--- src/rtl/rvfi_mon_pkg.sv ---
// Shared types and the compressed-aware instruction compare for the RVFI progress monitor.
`timescale 1ns/1ps
package rvfi_mon_pkg;

  localparam int unsigned ILEN_DEFAULT = 32;
  // Widest instruction the shared compare function accepts; narrower ILEN is zero-extended.
  localparam int unsigned ILEN_MAX = 64;

  // One-hot encoding so the state view outputs are plain register bits.
  typedef enum logic [2:0] {
    ARMED   = 3'b001,
    MATCHED = 3'b010,
    TIMEOUT = 3'b100
  } mon_state_e;

  // A 16-bit (compressed) target only constrains the low halfword of the retired insn.
  function automatic logic insn_hit(input logic [ILEN_MAX-1:0] match,
                                    input logic [ILEN_MAX-1:0] insn);
    if (match[1:0] == 2'b11) begin
      return match == insn;
    end
    return match[15:0] == insn[15:0];
  endfunction

endpackage

--- src/rtl/rvfi_insn_matcher.sv ---
// Combinational per-channel hit detector: retire strobe qualified by the target compare.
`timescale 1ns/1ps
module rvfi_insn_matcher
  import rvfi_mon_pkg::*;
#(
  parameter int unsigned ILEN = ILEN_DEFAULT
) (
  input  logic            valid,
  input  logic [ILEN-1:0] match_insn,
  input  logic [ILEN-1:0] insn,
  output logic            hit
);

  assign hit = valid && insn_hit(ILEN_MAX'(match_insn), ILEN_MAX'(insn));

endmodule

--- src/rtl/rvfi_progress_monitor.sv ---
// Liveness monitor: flags whether a target instruction retires within MAX_CYCLES of arming,
// counts retirements and checks the memory handshake for over-long wait runs.
`timescale 1ns/1ps
module rvfi_progress_monitor
  import rvfi_mon_pkg::*;
#(
  parameter int unsigned NRET       = 1,
  parameter int unsigned ILEN       = ILEN_DEFAULT,
  parameter int unsigned MAX_CYCLES = 21,
  parameter int unsigned MAX_WAIT   = 1,
  parameter int unsigned CNT_W      = 8
) (
  input  logic                                     clk,
  input  logic                                     reset,
  input  logic                                     clear,
  input  logic [ILEN-1:0]                          match_insn,
  input  logic [NRET-1:0]                          rvfi_valid,
  input  logic [NRET*ILEN-1:0]                     rvfi_insn,
  input  logic                                     mem_valid,
  input  logic                                     mem_ready,
  output logic                                     armed,
  output logic                                     matched,
  output logic                                     timeout,
  output logic                                     stall_err,
  output logic [((NRET > 1) ? $clog2(NRET) : 1)-1:0] match_slot,
  output logic [CNT_W-1:0]                         cycle_count,
  output logic [CNT_W-1:0]                         retire_count
);

  localparam int unsigned SLOT_W = (NRET > 1) ? $clog2(NRET) : 1;
  localparam int unsigned POP_W  = $clog2(NRET + 1);
  localparam int unsigned WAIT_W = $clog2(MAX_WAIT + 1);

  mon_state_e        state_q, state_d;
  logic [CNT_W-1:0]  cycle_q, cycle_d;
  logic [CNT_W-1:0]  retire_q, retire_d;
  logic [SLOT_W-1:0] slot_q, slot_d;
  logic [WAIT_W-1:0] wait_q, wait_d;
  logic              err_q, err_d;

  logic [NRET-1:0]   hit;
  logic [SLOT_W-1:0] slot_enc;
  logic [POP_W-1:0]  pop;
  logic [CNT_W:0]    retire_sum;
  logic              stall;

  for (genvar k = 0; k < NRET; k++) begin : g_match
    rvfi_insn_matcher #(
      .ILEN(ILEN)
    ) u_matcher (
      .valid     (rvfi_valid[k]),
      .match_insn(match_insn),
      .insn      (rvfi_insn[k*ILEN +: ILEN]),
      .hit       (hit[k])
    );
  end

  // Lowest hitting channel wins, so scan from the top down.
  always_comb begin
    slot_enc = '0;
    for (int k = int'(NRET) - 1; k >= 0; k--) begin
      if (hit[k]) slot_enc = SLOT_W'(k);
    end
  end

  always_comb begin
    pop = '0;
    for (int unsigned k = 0; k < NRET; k++) begin
      pop = pop + POP_W'(rvfi_valid[k]);
    end
  end

  assign retire_sum = {1'b0, retire_q} + (CNT_W + 1)'(pop);
  assign stall      = mem_valid && !mem_ready;

  always_comb begin
    state_d  = state_q;
    cycle_d  = cycle_q;
    slot_d   = slot_q;
    retire_d = retire_sum[CNT_W] ? '1 : retire_sum[CNT_W-1:0];
    wait_d   = '0;
    err_d    = err_q;

    if (stall) begin
      if (wait_q == WAIT_W'(MAX_WAIT)) begin
        err_d  = 1'b1;
        wait_d = wait_q;
      end else begin
        wait_d = wait_q + WAIT_W'(1);
      end
    end

    unique case (state_q)
      ARMED: begin
        if (|hit) begin
          state_d = MATCHED;
          slot_d  = slot_enc;
        end else if (cycle_q == CNT_W'(MAX_CYCLES - 1)) begin
          state_d = TIMEOUT;
        end else begin
          cycle_d = cycle_q + CNT_W'(1);
        end
      end
      default: ;
    endcase

    if (clear) begin
      state_d  = ARMED;
      cycle_d  = '0;
      slot_d   = '0;
      retire_d = '0;
      wait_d   = '0;
      err_d    = 1'b0;
    end
  end

  always_ff @(posedge clk or posedge reset) begin
    if (reset) begin
      state_q  <= ARMED;
      cycle_q  <= '0;
      slot_q   <= '0;
      retire_q <= '0;
      wait_q   <= '0;
      err_q    <= 1'b0;
    end else begin
      state_q  <= state_d;
      cycle_q  <= cycle_d;
      slot_q   <= slot_d;
      retire_q <= retire_d;
      wait_q   <= wait_d;
      err_q    <= err_d;
    end
  end

  assign armed        = state_q[0];
  assign matched      = state_q[1];
  assign timeout      = state_q[2];
  assign stall_err    = err_q;
  assign match_slot   = slot_q;
  assign cycle_count  = cycle_q;
  assign retire_count = retire_q;

endmodule

--- config.mk ---
export PLATFORM = sky130hd
export DESIGN_NAME = rvfi_progress_monitor
export DESIGN_NICKNAME = d
export VERILOG_FILES = /design/src/rtl/rvfi_mon_pkg.sv /design/src/rtl/rvfi_insn_matcher.sv /design/src/rtl/rvfi_progress_monitor.sv
export SDC_FILE = /design/constraint.sdc
export NUM_CORES = 1
export LEC_CHECK = 0
export CAP_MARGIN = 20
export CORE_AREA = 2 2 61 106
export CTS_CLUSTER_SIZE = 25
export DETAILED_ROUTE_END_ITERATION = 16
export DIE_AREA = 0 0 63 108
export GPL_ROUTABILITY_DRIVEN = 1
export SLEW_MARGIN = 15
export SYNTH_ARGS = -nofsm -noshare
export SYNTH_HDL_FRONTEND = slang
export SYNTH_HIERARCHICAL = 1
export SYNTH_SLANG_ARGS = --single-unit
--- constraint.sdc ---
create_clock -name clk -period 1.7 [get_ports clk]
set_input_delay 0.34 -clock clk [delete_from_list [all_inputs] [get_ports clk]]
set_output_delay 0.34 -clock clk [all_outputs]
set_load 0.005 [all_outputs]
# After elaboration in Yosys (flattened, before gate mapping)
# Index checks and enable logic that the tools add are counted.
# classes
addsub,3
multipliers,0
n_div,0
order_cmp,0
eq_ne,7
n_shift,0
mux,22
bitwise,0
reduce_logical,12
# ops
op,n
2-to-1 mux 8 bit,6
== test 32 bit,1
== test 16 bit,1
2-to-1 mux 1 bit,12
2-to-1 mux 3 bit,4
adder 8 x 1 -> 9 bit,1
"adder 8 x 1 -> 8 bit, second input constant",1
"== test 8 x 5 -> 1 bit, second input constant",1
nonzero test 2 bit,4
AND reduction 2 bit,3
"!= test 2 bit, second input constant",2
"== test 3 x 1 -> 1 bit, second input constant",1
AND reduction 3 bit,1
nonzero test 3 bit,1
"== test 2 bit, second input constant",1
logical AND 1 bit,2
"adder 1 bit, second input constant",1
zero test 1 bit,1
# word_totals
register_bits,22
latch_bits,0
ram_bits,0
rom_bits,0
input_bits,70
output_inout_bits,21
word_cells,50
n_memories,0

# Longest topological paths before layout
# Gate-level depths: netlist of run 1.
# depth
depth_word,7
ltp_mapped,9
ltp_nobuf,8

# By module
# Netlist of run 1, hierarchy kept.
# by_module_without_submodules
module,n_inst,cells_each,area_per_inst_um2,seq_area_each_um2
rvfi_progress_monitor,1,107,1074.8,526.8
rvfi_insn_matcher,1,44,354.1,0.0

# Worst setup path after synthesis of run 1
# No wires, ideal clock.
# synth_path
path_type,input to register
startpoint,in match_insn[28]
endpoint,"reg cycle_q[5], in the netlist cycle_count[5]"
setup_ns,0.132
t_arrival_ns,1.918
t_required_ns,1.568
setup_slack_ns,-0.350
path_stages,9
n_path_buf,1
path_cell_list,xor2_1 > nor4_1 > nand4_1 > a311oi_1 > or4b_1 > buf_6 > a2111oi_4 > xnor2_1 > nor2_1
# synth_via
elab_chain_len,6
# synth_lines
item,line,text
"start, declared",rvfi_progress_monitor.sv:16,"input logic [ILEN-1:0] match_insn,"
== test 32 bit,rvfi_mon_pkg.sv:20,return match == insn;
2-to-1 mux 1 bit,rvfi_mon_pkg.sv:19,if (match[1:0] == 2'b11) begin
2-to-1 mux 1 bit,rvfi_mon_pkg.sv:22,return match[15:0] == insn[15:0];
logical AND 1 bit,rvfi_insn_matcher.sv:14,"assign hit = valid && insn_hit(ILEN_MAX'(match_insn), ILEN_MAX'(insn));"
named net hit,rvfi_progress_monitor.sv:41,logic [NRET-1:0] hit;
!= test 2 bit (no line),n/a,
AND reduction 3 bit (no line),n/a,
"end signal, assigned",rvfi_progress_monitor.sv:127,cycle_q <= cycle_d;
"end, declared",rvfi_progress_monitor.sv:35,"logic [CNT_W-1:0] cycle_q, cycle_d;"
# The timed path passes the listed nets, and every way through them passes these cells. The select of a mux whose other input is x is not followed.
# A chain may end at the register's enable or synchronous reset.

# Worst setup path after layout of run 1
# Ends and elaborated chain as after synthesis.

==> flow_summary.json, run 1 <==
{
  "antenna_found_initial": 0,
  "p_comb_share_pct": 24.7,
  "leakage_nw": 1.06,
  "synth_adder_area_share_pct": 3.50,
  "synth_edf_count": 0,
  "crit_fanout": 8,
  "die_w_um": 63,
  "synth_most_common_cell": "xor2_1",
  "grt_pass1_vias": 1539,
  "n_fill_cell": 643,
  "yosys_register_bits": 21,
  "min_path_type": "input port to async pin",
  "synth_flop_cell": "dfrtp_1",
  "clk_path_buf_depth": 2,
  "regToRegSetupSlack_ns": -0.02,
  "initial_utilization_pct": 24.3,
  "synthSimpleGateAreaFrac_pct": 18.2,
  "end_kind": "flip-flop",
  "yosysSeqAreaShare_pct": 36.9,
  "cts_sinks": 21,
  "globalplace.congestion": 0.757,
  "synth-compound-area-share_pct": 10.2,
  "setup_violations": 8,
  "clock-root-buffer": "clkbuf_8",
  "ys_warn_count": 6,
  "seq_power_share_pct": 46.4,
  "routed_wl_um": 4190,
  "syn_area_per_cell_um2": 9.46,
  "ir_drop_mv": 0.216,
  "dieHeight_um": 108,
  "firstDrtPassIters": 4,
  "outcome": "complete, but fails checks",
  "synthTopCellsByCount": "xor2_1, dfrtp_1, nor2_1",
  "drt_iter0_drc": 34,
  "period_needed_ns": 1.84,
  "switchingPower_mw": 0.286,
  "fin_crit_sh_pct": 108,
  "dpl_worst_slack_ns": -0.898,
  "cts_tree": "yes",
  "grt-ovfl-total": 0,
  "multi_input_area_um2": 907,
  "row_count": 37,
  "wl_per_cell_um": 12.6,
  "timing.fmax_ghz": 0.544,
  "cp.arrival_ns": 1.98,
  "timing.final.ws_setup_ns": -0.139,
  "cts_setup_buffers": 0,
  "p_int_mw": 0.837,
  "synth.cell_area_mm2": 0.00143,
  "fin_setup_tns_ns": -0.613,
  "portBuffers": 89,
  "dieArea_mm2": 0.00680,
  "regArea_um2": 527,
  "coreArea_mm2": 0.00588,
  "drt-vias-per-instance": 4.36,
  "cts_buffers": 3,
  "grtUsageTotal_pct": 12.8,
  "worst_setup_path_start_kind": "input port",
  "muxShareOfSynthArea_pct": 0.701,
  "synthTopCellsByArea": "dfrtp_1, xor2_1, xnor2_1, ha_1, nor2_1",
  "syn_nets": 225,
  "antenna_cells": 0,
  "required_ns": 1.84,
  "rsz0062_at_grt": "true",
  "drive_gt1_share_pct": 37.8,
  "power_mw": 1.12,
  "hold_ws_ns": 0.410,
  "criticalPathCategory": "input port to flip-flop",
  "dp_hpwl_um": 3380,
  "clock_latency_ns": 0.26,
  "slew_viol_final": 0,
  "synth_top_cell_area_share_pct": 35.0,
  "grt_max_degree": 22,
  "syn_inst": 151,
  "clock_skew_ns": 0.000712,
  "synth_top_family_by_area": "XOR/XNOR gates",
  "via_count": 1446,
  "drc": 0,
  "violations": "setup timing",
  "yosysUniqueCellTypes": 33,
  "clock_power_share_pct": 28.8,
  "io_pins": 91,
  "synth_xor_area_share_pct": 25.7,
  "cts_max_level": 1,
  "area_delta_synth_final_pct": 64.9,
  "path_clk_slew_ns": 0.08,
  "synth_area_leader_cell": "dfrtp_1",
  "p_sw_share_pct": 25.4,
  "maxCapViolations": 0,
  "detail-route-antenna-nets": 0,
  "ys_async_sr_fraction_pct": 100,
  "nets": 329,
  "utilization_pct": 40.1,
  "powerDensity_mw_per_mm2": 477,
  "grt_pass1_wl_um": 6980,
  "hold_viol_final": 0
}
cells by family after synthesis:
| kind of cell | count (synthesis) |
|---|---|
| AND/OR/NAND/NOR | 47 |
| flip-flops | 21 |
| AO/OA/AOI/OAI | 21 |
| adder cells (fa/ha/maj) | 4 |
| buffers and inverters | 14 |
| multiplexers | 1 |
| other | 1 |
| XOR/XNOR | 42 |
state kept, by name (all words and copies together), names as in the netlist:
register and count:
retire_count 8, wait_q 1, state_q 3, cycle_count 8
stall_err 1
path summary, 6_finish.rpt:
| path | depth (start not counted) | end | from |
|---|---|---|---|
| setup / recovery | 9 | cycle_count[5] | match_insn[28] |
| hold / removal | 3 | cycle_count[7] | reset |
| setup reg to reg | 4 | cycle_count[5] | state_q[0] |
| hold reg to reg | 2 | stall_err | wait_q |
| max in group asynchronous | 3 | state_q[0] | reset |
| min in group clk | 2 | stall_err | wait_q |
power by group through the flow:
stage | Sequential, mW | Combinational [mW] | Clock [mW]
final | 0.521 | 0.278 | 0.324
after global routing | 0.523 | 0.309 | 0.366
after CTS | 0.522 | 0.282 | 0.336
after detailed placement | 0.531 | 0.339 | 0
after global placement | 0.531 | 0.337 | 0
after floorplan | 0.534 | 0.102 | 0
through the flow:
| step | cell area, um^2 | cells |
|---|---|---|
| final | 2360 | 332 |
| after global routing | 2360 | 332 |
| after CTS | 2340 | 333 |
| after detailed placement | 2540 | 330 |
| after global placement | 2540 | 330 |
| after floorplan | 1460 | 151 |
critical path: stages:
cell and delay [ns]:
buf_2 0.10, xor2_1 0.14, nor4_1 0.07, nand4_1 0.11, a311oi_2 0.11, or4b_4 0.59, a2111oi_4 0.31, xnor2_1 0.15
nor2_1 0.05
layout make-up:
class / instances / share of cell area [%]
clock inverter: 1 / 0.212
multi-input combinational: 116 / 38.5
sequential: 21 / 22.4
timing repair buffer: 104 / 31.6
inverter: 9 / 1.43
tap: 78 / 4.14
clock buffer: 3 / 1.75
cells in the final DEF (no fill, tap or decap), types with 5 or more instances in the layout:
cell type,n
a21oi_1,7
buf_2,53
buf_4,15
buf_6,9
clkdlybuf4s50_1,23
dfrtp_1,20
inv_1,9
nand2_1,5
nand3_1,6
nor2_1,12
nor4_1,6
xnor2_1,10
xor2_1,29
per-layer routing:
metal	share of wire, %	wire length, um	GRT usage [%]
met1	36	1500	14.1
met2	58	2430	24.7
met3	6.0	253	2.60
met4	0.24	10	3.17
met5	0	0	0
repair_timing:
item	in CTS	in global routing
setup endpoints to repair	19	14
pin swaps	51	16
hold buffers	0	0
resized for setup	222	5
Note: power is estimated with default switching activity, not from simulation.
==> run 2, diff against run 1 <==
--- a/config.mk
+++ b/config.mk
@@ -11,6 +11,7 @@
 export DETAILED_ROUTE_END_ITERATION = 16
 export DIE_AREA = 0 0 63 108
 export GPL_ROUTABILITY_DRIVEN = 1
+export PLACE_DENSITY = 0.68
 export SLEW_MARGIN = 15
 export SYNTH_ARGS = -nofsm -noshare
 export SYNTH_HDL_FRONTEND = slang
==> run 2 against run 1 <==
Net effect:
- the flow still finishes with violations (setup timing)
- critical path depth up 1
- clock skew grew 0.0058 ns
- sequential power is essentially flat
- first-iteration DRC count down 15%
- clock power is 1% higher
- largest cell class unchanged
- maximum frequency is 0.49% higher
- final cell count rose by 0.60%
- utilization is 3.1 points higher
- cell area grew 7.8%
==> flow_summary.json, run 2 (synthesized netlist as in run 1, its figures left out) <==
{
  "timing.final.ws_setup_ns": -0.130,
  "placed_area_mm2": 0.00254,
  "required_ns": 1.85,
  "cts_tree": "yes",
  "dieHeight_um": 108,
  "maxCapViolations": 0,
  "powerDensity_mw_per_mm2": 456,
  "criticalPathCategory": "input port to flip-flop",
  "worst_setup_path_start_kind": "input port",
  "area_delta_synth_final_pct": 77.8,
  "io_pins": 91,
  "grt_max_degree": 22,
  "clock-root-buffer": "clkbuf_8",
  "ir_drop_mv": 0.256,
  "drive_gt1_share_pct": 43.4,
  "die_w_um": 63,
  "coreArea_mm2": 0.00588,
  "fin_crit_sh_pct": 108,
  "cts_sinks": 21,
  "path_clk_slew_ns": 0.08,
  "grt_pass1_wl_um": 6640,
  "globalplace.congestion": 0.700,
  "fin_setup_tns_ns": -0.569,
  "dieArea_mm2": 0.00680,
  "antenna_cells": 0,
  "grt-ovfl-total": 0,
  "final_cell_mix": "buf_2, clkdlybuf4s50_1, dfrtp_1, buf_6, xor2_1",
  "clock_latency_ns": 0.26,
  "portBuffers": 89,
  "routed_wl_um": 4120,
  "grtUsageMet1_pct": 12.8,
  "initial_utilization_pct": 24.3,
  "leakage_nw": 1.12,
  "end_kind": "flip-flop",
  "hold_viol_final": 0,
  "min_path_type": "input port to async pin",
  "crit_fanout": 8,
  "grt_pass1_vias": 1588,
  "nets": 331,
  "busiest_layer": "met2",
  "cts_max_level": 1,
  "setup_violations": 8,
  "use_met3_pct": 2.50,
  "cp.arrival_ns": 1.98,
  "firstDrtPassIters": 2,
  "row_count": 37,
  "timing.fmax_ghz": 0.546,
  "detail-route-antenna-nets": 0,
  "ctsHoldBuffers": 0,
  "grtUsageTotal_pct": 12.0,
  "dp_hpwl_um": 3380,
  "drt-vias-per-instance": 4.37,
  "clock_skew_ns": 0.00653,
  "cts_buffers": 3,
  "antenna_found_initial": 0,
  "drc": 0,
  "use_met2_pct": 23.6,
  "final_common_cell": "buf_2",
  "wl_per_cell_um": 12.3,
  "stdcell_area_mm2": 0.00254,
  "drt_iter0_drc": 29,
  "slew_viol_final": 0,
  "rsz0062_at_grt": "true",
  "outcome": "complete, but fails checks",
  "violations": "setup timing",
  "period_needed_ns": 1.83,
  "clk_path_buf_depth": 2,
  "via_count": 1458
}
==> run 2: changes by cell type in the layout (fill, tap and decap cells not counted), sizes merged <==
cell	change
clkbuf	+2
==> run 2: report_power, final <==
group | switching (mW) | internal [mW] | leakage (nW)
logic | 0.124 | 0.183 | 0.806
registers | 0.0123 | 0.511 | 0.285
clock network | 0.165 | 0.163 | 0.0255
==> run 2: path summary, 6_finish.rpt <==
path,startpoint,endpoint,slack (ns),cells past startpoint
hold / removal,reset,cycle_count[0],0.41,3
hold reg to reg,wait_q,stall_err,0.46,2
max in group asynchronous,reset,state_q[0],1.01,3
setup / recovery,rvfi_insn[16],cycle_count[7],-0.13,10
setup reg to reg,state_q[0],cycle_count[7],-0.01,5
min in group clk,wait_q,stall_err,0.46,2
==> run 2: worst max-delay path: stages <==
cell,delay (ns)
buf_2,0.11
xor2_1,0.14
nor4_1,0.08
nand4_1,0.10
a311oi_2,0.10
or4b_1,0.49
buf_6,0.17
nor4_4,0.26
xnor2_1,0.14
nor2_1,0.06
==> run 2: through the flow <==
step | power [mW] | instances | worst slack [ns] | util [%] | hold slack, ns
finish | 1.16 | 334 | -0.130 | 43.2 | 0.412
global placement | 0.861 | 329 | -0.819 | 43.1 | 0.446
detailed placement | 0.867 | 329 | -0.842 | 43.1 | 0.458
floorplan | 0.635 | 151 | -0.242 | - | 0.316
CTS | 1.15 | 334 | -0.145 | 40.6 | 0.420
global route | 1.23 | 334 | -0.212 | 43.2 | 0.438
==> run 2: what timing repair did <==
| action | in CTS | in global routing |
|---|---|---|
| endpoints found under the setup margin | 19 | 12 |
| gates resized for setup | 226 | 29 |
| gates cloned | 0 | 0 |
| pin swaps | 31 | 17 |
| setup buffers | 1 | 1 |
==> run 2: final cells by class <==
cell class / count / area (um^2)
clock buffer: 3 / 41.3
clock inverter: 1 / 5.00
fill: 609 / 3340
inverter: 9 / 33.8
multi-input combinational: 116 / 1010
sequential: 21 / 527
tap: 78 / 97.6
timing repair buffer: 106 / 823
==> run 2: per-layer routing <==
metal / share of wire, % / vias to the layer above
li1: - / 711
met1: 35 / 687
met2: 59 / 56
met3: 5.3 / 4
met4: 0.92 / 0
met5: 0 / -
